## config.mk

```make
export PLATFORM = sky130hd
export DESIGN_NAME = audio_pwm_env
export DESIGN_NICKNAME = d
export VERILOG_FILES = /design/src/rtl/audio_pwm_env.sv
export SDC_FILE = /design/constraint.sdc
export NUM_CORES = 1
export LEC_CHECK = 0
export ABC_AREA = 1
export BUFFER_PORTS_ARGS = -buffer_cell sky130_fd_sc_hd__buf_2
export CAP_MARGIN = 20
export CORE_MARGIN = 10
export CORE_UTILIZATION = 40
export CTS_CLUSTER_SIZE = 10
export DETAILED_ROUTE_END_ITERATION = 12
export PLACE_DENSITY = 0.62
export SETUP_SLACK_MARGIN = 0.1
export SYNTH_ARGS = -nofsm -noshare
export SYNTH_HDL_FRONTEND = slang
export SYNTH_SLANG_ARGS = --single-unit
```

## constraint.sdc

```tcl
create_clock -name clk -period 5.2 [get_ports clk]
set_input_delay 0.52 -clock clk [delete_from_list [all_inputs] [get_ports clk]]
set_output_delay 0.52 -clock clk [all_outputs]
set_load 0.01 [all_outputs]
```

## src/rtl/audio_pwm_env.sv

```systemverilog
// -----------------------------------------------------------------------------
// audio_pwm_env
//   Output stage behind the DDS sine generator. Once per PWM period it fetches
//   one offset-binary sample, scales it by an attack/sustain/release envelope
//   (gated by the key) and by a 3-bit volume shift, and turns the result into
//   the duty cycle of a single-bit PWM pin running at f_clk / 2^PWM_BITS.
//
// Ports
//   clk         in   system clock
//   rst         in   asynchronous reset, active high
//   sample_in   in   DW-bit sine sample, offset binary (midscale = 2^(DW-1))
//   gate        in   key held; synchronous, debounced upstream
//   volume      in   3-bit volume, 7 = full, each step down halves the level
//   sample_req  out  one-cycle request pulse; sample_in is captured next cycle
//   pwm_out     out  registered PWM output
//   busy        out  high whenever the envelope FSM is not IDLE
//
// Sample handshake: sample_req is high for exactly one cycle per period
// (cnt == 2^PWM_BITS-4). The source must present a stable sample_in on the
// following cycle, where it is captured unconditionally; there is no stall.
// -----------------------------------------------------------------------------
module audio_pwm_env #(
    parameter int DW           = 10,
    parameter int PWM_BITS     = 10,
    parameter int ENV_BITS     = 8,
    parameter int ATTACK_STEP  = 8,
    parameter int RELEASE_STEP = 2
) (
    input  logic          clk,
    input  logic          rst,
    input  logic [DW-1:0] sample_in,
    input  logic          gate,
    input  logic [2:0]    volume,
    output logic          sample_req,
    output logic          pwm_out,
    output logic          busy
);

    // Per-period schedule slots, counted back from the end of the period.
    localparam logic [PWM_BITS-1:0] CNT_MAX   = {PWM_BITS{1'b1}};
    localparam logic [PWM_BITS-1:0] REQ_SLOT  = CNT_MAX - PWM_BITS'(3);
    localparam logic [PWM_BITS-1:0] TICK_SLOT = CNT_MAX - PWM_BITS'(2);
    localparam logic [PWM_BITS-1:0] MATH_SLOT = CNT_MAX - PWM_BITS'(1);
    localparam logic [PWM_BITS-1:0] PWM_MID   = {1'b1, {(PWM_BITS-1){1'b0}}};

    localparam logic [DW:0]         SMP_MID   = {2'b01, {(DW-1){1'b0}}};
    localparam logic [ENV_BITS-1:0] ENV_MAX   = {ENV_BITS{1'b1}};
    localparam logic [ENV_BITS:0]   ATT_INC   = (ENV_BITS+1)'(ATTACK_STEP);
    localparam logic [ENV_BITS:0]   REL_DEC   = (ENV_BITS+1)'(RELEASE_STEP);

    // Product and duty-sum widths with headroom for sign and carry.
    localparam int PW = DW + ENV_BITS + 2;
    localparam int SW = ((DW > PWM_BITS) ? DW : PWM_BITS) + 2;

    typedef enum logic [1:0] {
        IDLE    = 2'd0,
        ATTACK  = 2'd1,
        SUSTAIN = 2'd2,
        RELEASE = 2'd3
    } env_state_t;

    logic [PWM_BITS-1:0] cnt_q;
    logic [DW-1:0]       s_q;
    logic [ENV_BITS-1:0] env_q, env_d;
    env_state_t          state_q, state_d;
    logic signed [DW:0]  a_q, a_d;
    logic [PWM_BITS-1:0] duty_q, duty_d;
    logic                pwm_q;

    logic                tick;

    assign tick = (cnt_q == TICK_SLOT);

    // ---------------- envelope arithmetic (saturating) ----------------------
    logic [ENV_BITS:0]   env_sum;
    logic [ENV_BITS-1:0] env_up, env_dn;

    assign env_sum = {1'b0, env_q} + ATT_INC;
    assign env_up  = (env_sum >= {1'b0, ENV_MAX}) ? ENV_MAX : env_sum[ENV_BITS-1:0];
    assign env_dn  = ({1'b0, env_q} > REL_DEC) ? (env_q - REL_DEC[ENV_BITS-1:0]) : '0;

    // ---------------- envelope FSM, only advances on the tick ---------------
    always_comb begin
        state_d = state_q;
        env_d   = env_q;
        if (tick) begin
            case (state_q)
                IDLE: begin
                    env_d = '0;
                    if (gate) begin
                        env_d   = env_up;
                        state_d = (env_up == ENV_MAX) ? SUSTAIN : ATTACK;
                    end
                end
                ATTACK: begin
                    // A released key turns around without taking a step.
                    if (!gate) begin
                        state_d = RELEASE;
                    end else begin
                        env_d = env_up;
                        if (env_up == ENV_MAX) begin
                            state_d = SUSTAIN;
                        end
                    end
                end
                SUSTAIN: begin
                    env_d = ENV_MAX;
                    if (!gate) begin
                        state_d = RELEASE;
                    end
                end
                RELEASE: begin
                    // A re-pressed key resumes attack from the current level.
                    if (gate) begin
                        state_d = ATTACK;
                    end else begin
                        env_d = env_dn;
                        if (env_dn == '0) begin
                            state_d = IDLE;
                        end
                    end
                end
                default: begin
                    state_d = IDLE;
                    env_d   = '0;
                end
            endcase
        end
    end

    // ---------------- sample scaling ----------------------------------------
    // c = sample - midscale (signed), p = floor(c * env / 2^ENV_BITS),
    // a = floor(p / 2^(7 - volume)).
    logic signed [DW:0]   c_w;
    logic signed [PW-1:0] prod_w;
    logic signed [DW:0]   p_w;
    logic [2:0]           vol_sh;

    assign c_w    = $signed({1'b0, s_q} - SMP_MID);
    assign prod_w = $signed({{(PW-DW-1){c_w[DW]}}, c_w})
                  * $signed({{(PW-ENV_BITS){1'b0}}, env_q});
    assign p_w    = (DW+1)'(prod_w >>> ENV_BITS);
    assign vol_sh = 3'd7 - volume;
    assign a_d    = p_w >>> vol_sh;

    // ---------------- duty = midscale + a, clamped to the counter range -----
    logic signed [SW-1:0] sum_w;

    assign sum_w = $signed(SW'(PWM_MID)) + $signed({{(SW-DW-1){a_q[DW]}}, a_q});

    always_comb begin
        duty_d = sum_w[PWM_BITS-1:0];
        if (sum_w < 0) begin
            duty_d = '0;
        end else if (sum_w > $signed(SW'(CNT_MAX))) begin
            duty_d = CNT_MAX;
        end
    end

    // ---------------- state registers ---------------------------------------
    always_ff @(posedge clk or posedge rst) begin
        if (rst) begin
            cnt_q   <= '0;
            s_q     <= SMP_MID[DW-1:0];
            env_q   <= '0;
            state_q <= IDLE;
            a_q     <= '0;
            duty_q  <= PWM_MID;
            pwm_q   <= 1'b0;
        end else begin
            cnt_q   <= cnt_q + PWM_BITS'(1);
            pwm_q   <= (cnt_q < duty_q);
            state_q <= state_d;
            env_q   <= env_d;
            if (tick) begin
                s_q <= sample_in;
            end
            // volume is only looked at here.
            if (cnt_q == MATH_SLOT) begin
                a_q <= a_d;
            end
            // New duty takes effect exactly at the period boundary.
            if (cnt_q == CNT_MAX) begin
                duty_q <= duty_d;
            end
        end
    end

    assign sample_req = (cnt_q == REQ_SLOT);
    assign pwm_out    = pwm_q;
    assign busy       = (state_q != IDLE);

endmodule
```

==> load_flow_metrics.sql <==
INSERT INTO impl_metrics (metric_group, metric, value, unit) VALUES
('sta', 'slew_headroom', '0.539', ''),
('placed_design', 'place.gp.congestion', '0.873', ''),
('worst_setup_path', 'endpoint_class_of_the_critical_path', 'flip-flop', ''),
('power_and_ir_drop', 'static-leakage-power', '4.06', 'nW'),
('logic_synthesis', 'area_leader_netlist', 'sky130_fd_sc_hd__fa_1', ''),
('sta', 'rsz0062_at_grt', 'no', ''),
('power_and_ir_drop', 'power.density', '204', 'nW/um2'),
('power_and_ir_drop', 'p_total', '1.46', 'mW'),
('finish', 'nFillCells', '1737', ''),
('logic_synthesis', 'synth_flop_cell', 'sky130_fd_sc_hd__dfrtp_1', ''),
('logic_synthesis', 'ys_async_rst_share', '1.00', ''),
('detailed_routing', 'route.detailed.vias_per_inst', '4.76', ''),
('worst_setup_path', 'r2r_start', 's_q[9]', ''),
('logic_synthesis', 'synthesis.yosys.warnings', '0', ''),
('worst_setup_path', 'path_max_fanout', '8', ''),
('sta', 'slew_viol_final', '0', ''),
('finish', 'antenna_cells', '0', ''),
('floorplan', 'dieWidth', '149', 'um'),
('clock_network', 'cts-root-buf', 'sky130_fd_sc_hd__clkbuf_16', ''),
('global_route', 'grt_use_total', '0.143', ''),
('placed_design', 'hpwlAfterDp', '11900', 'um'),
('job', 'max_cap_violations', '0', ''),
('detailed_routing', 'antenna_left', '0', ''),
('logic_synthesis', 'synthesis.nets', '1078', ''),
('sta', 'fin_setup_tns', '0', 'ns'),
('clock_network', 'numClockSinks', '52', ''),
('worst_setup_path', 'cp.arrival', '4.96', 'ns'),
('floorplan', 'placementRows', '47', ''),
('power_and_ir_drop', 'power.ir.vdd_worst', '0.000118', 'V'),
('logic_synthesis', 'yosys-top-cells-area', 'sky130_fd_sc_hd__fa_1 (20%), sky130_fd_sc_hd__dfrtp_1 (19%), sky130_fd_sc_hd__nand2_1 (14%), sky130_fd_sc_hd__inv_1 (12%), sky130_fd_sc_hd__ha_1 (11%)', ''),
('clock_network', 'clk_path_buf_depth', '2', ''),
('floorplan', 'dieHeight', '149', 'um'),
('logic_synthesis', 'post-synth-top-area-fraction', '0.195', ''),
('sta', 'maximum_frequency_from_static_timing_analysis', '0.211', 'GHz'),
('clock_network', 'htreeDepth', '2', ''),
('clock_network', 'tritoncts', 'done', ''),
('sta', 'setup_viol', '0', ''),
('clock_network', 'worst_setup_hold_path_clk_slew', '0.08', 'ns'),
('clock_network', 'worst_skew_pair.late_latency', '0.30', 'ns'),
('worst_setup_path', 'r2r_slack', '0.46', 'ns'),
('logic_synthesis', 'mapped_avg_cell_area', '7.10', 'um2'),
('worst_setup_path', 'reg2reg_depth', '21', ''),
('worst_setup_path', 'worst-endpoint-required', '5.43', 'ns'),
('detailed_routing', 'router_iterations_before_antenna_repair', '6', ''),
('global_route', 'global_route_wire_length_before_repair', '26900', 'um'),
('worst_setup_path', 'category_of_the_most_critical_setup_path', 'flip-flop to flip-flop', ''),
('sta', 'number_of_hold_violations_in_the_final_report', '0', ''),
('finish', 'area.growth.synth_to_final', '7.44', '%'),
('logic_synthesis', 'synth_sequential_area_ratio', '0.196', ''),
('logic_synthesis', 'number_of_distinct_library_cell_variants_in_the_gate_level_netlist_after_synthesis', '43', ''),
('sta', 'worst_clock_skew', '0.00651', 'ns'),
('sta', 'post-route-period-util', '0.911', ''),
('detailed_routing', 'drt_iter0_markers', '380', ''),
('floorplan', 'start_util', '0.405', ''),
('worst_setup_path', 'timing.critical_path.from_type', 'flip-flop', ''),
('floorplan', 'core_area', '16500', 'um2'),
('sta', 'min_period', '4.74', 'ns'),
('global_route', 'overall_overflow_remaining_after_global_route', '0', ''),
('detailed_routing', 'route.detailed.drc', '0', ''),
('detailed_routing', 'finalWirelength', '14700', 'um'),
('floorplan', 'num_io_pins', '19', ''),
('status', 'run_status', 'finished, final reports clean', ''),
('sta', 'max_slew.worst_pin.slew', '0.691', 'ns'),
('finish', 'num-nets-final', '1085', ''),
('logic_synthesis', 'netlist_instances', '939', ''),
('hold_path', 'min-delay-path-class', 'input port to async pin', ''),
('logic_synthesis', 'synthesis.area', '6660', 'um2'),
('finish', 'post_route_cells_drive_above_1_share', '0.0718', ''),
('detailed_routing', 'average_routed_wire_per_standard_cell', '12.6', 'um'),
('logic_synthesis', 'yosys_register_bits', '52', ''),
('detailed_routing', 'via_count', '5556', ''),
('clock_network', 'cts_hold_buffers', '0', ''),
('logic_synthesis', 'edff_count_synth', '0', ''),
('worst_setup_path', 'worstReg2RegEnd', 'a_q[8]', ''),
('global_route', 'grt_max_degree', '53', ''),
('floorplan', 'die_area', '22200', 'um2'),
('global_route', 'grt_antenna_before_repair', '0', ''),
('global_route', 'grt_pass1_vias', '5778', ''),
('clock_network', 'cts_buffers', '5', ''),
('placed_design', 'place.port_buffers', '18', '');
placed cells by master, fill, tap and decap left out, drive strengths merged, types with 4 or more instances in the layout:
cell    netlist  routed
nand2       256     256
or2           4       4
nand3b        5       5
o21ai        30      30
ha           58      58
xnor2         5       5
a21oi        31      31
nand3        67      67
a22oi         5       5
fa           65      65
o22ai        12      12
nand4         6       6
clkbuf       16       5
buf          12      28
dfrtp        50      50
inv         225     226
nor3          6       6
xor2         10      10
nor2         59      59
where the power goes:
| part | internal (mW) | total [mW] | switching, mW |
|---|---|---|---|
| registers | 0.405 | 0.406 | 0.000778 |
| logic | 0.248 | 0.694 | 0.446 |
| clock network | 0.184 | 0.360 | 0.176 |
| total | 0.836 | 1.46 | 0.623 |
per-stage QoR:
stage	area (um2)	setup slack, ns	utilization	hold slack, ns	std cells
after global placement	6970	0.377	0.423	0.479	1158
after global routing	7160	0.102	0.435	0.426	1167
after floorplan	6660	0.486	-	0.465	939
after detailed placement	6970	0.382	0.423	0.491	1158
final	7160	0.465	0.435	0.401	1167
after CTS	7120	0.352	0.432	0.410	1166
cell type report:
type	instances	area, um2	area share
repair buffers	28	165	0.0231
flip-flops and latches	52	1300	0.182
clock buffers	5	125	0.0175
well taps	220	275	0.0385
multi-input cells	633	4410	0.616
clock inverters	3	27.5	0.00385
inverters	226	848	0.119
cells by family after synthesis:
kind of cell,after synthesis,share of synthesized area
compound gates,88,0.0770
xor+xnor,15,0.0197
fa+ha+maj,123,0.304
buf+inv,254,0.146
flops,52,0.196
simple gates,407,0.257
cell usage after synthesis, types with 6 or more instances:
cell type / instances
sky130_fd_sc_hd__fa_1: 65
sky130_fd_sc_hd__clkbuf_1: 16
sky130_fd_sc_hd__inv_1: 221
sky130_fd_sc_hd__nand2_1: 255
sky130_fd_sc_hd__a21oi_1: 31
sky130_fd_sc_hd__buf_2: 9
sky130_fd_sc_hd__dfrtp_1: 50
sky130_fd_sc_hd__ha_1: 58
sky130_fd_sc_hd__o22ai_1: 12
sky130_fd_sc_hd__nand3_1: 67
sky130_fd_sc_hd__nand4_1: 6
sky130_fd_sc_hd__xor2_1: 10
sky130_fd_sc_hd__o21ai_0: 26
sky130_fd_sc_hd__nor2_1: 55
routing by layer:
metal / vias to the layer above / track usage / wire [um]
li1: 2849 / - / -
met1: 2617 / 0.184 / 7020
met2: 71 / 0.252 / 7120
met3: 19 / 0.0133 / 348
met4: 0 / 0.0368 / 247
met5: - / 0 / 0
flip-flops by register name, summed over array words and instances (netlist names):
signal	flops
a_q	11
cnt_q	10
s_q	10
pwm_out	1
env_q	8
state_q	2
duty_q	10
critical path: stages (launching register included):
cell and delay, ns:
sky130_fd_sc_hd__dfstp_2 0.62, sky130_fd_sc_hd__nor2_1 0.12, sky130_fd_sc_hd__fa_1 0.55, sky130_fd_sc_hd__inv_1 0.13, sky130_fd_sc_hd__fa_1 0.55, sky130_fd_sc_hd__inv_1 0.05
sky130_fd_sc_hd__fa_1 0.52, sky130_fd_sc_hd__inv_1 0.05, sky130_fd_sc_hd__fa_1 0.52, sky130_fd_sc_hd__inv_1 0.04, sky130_fd_sc_hd__ha_2 0.38, sky130_fd_sc_hd__nand2_1 0.11
sky130_fd_sc_hd__nor2_1 0.12, sky130_fd_sc_hd__and2_1 0.13, sky130_fd_sc_hd__nand2_1 0.08, sky130_fd_sc_hd__nand3b_1 0.14, sky130_fd_sc_hd__nand3_1 0.13, sky130_fd_sc_hd__nand2_1 0.09
sky130_fd_sc_hd__nand2_1 0.05, sky130_fd_sc_hd__nand2_1 0.09, sky130_fd_sc_hd__nand2_1 0.06, sky130_fd_sc_hd__a21boi_1 0.13
how the worst max path moves through the flow:
stage                     startpoint     end  slack, ns  cells past startpoint
after floorplan               s_q[9]  a_q[3]       0.49                     23
after global placement        s_q[9]  a_q[8]       0.38                     21
after detailed placement      s_q[9]  a_q[8]       0.38                     23
after CTS                     s_q[9]  a_q[8]       0.35                     23
after global routing          s_q[9]  a_q[8]       0.10                     23
final                         s_q[9]  a_q[8]       0.46                     21
timing repair:
action | CTS | global route
setup endpoints to repair | 0 | 10
gates resized for setup | 0 | 12
buffers inserted | 0 | 1
No activity file was read; power rests on OpenSTA's default activity.
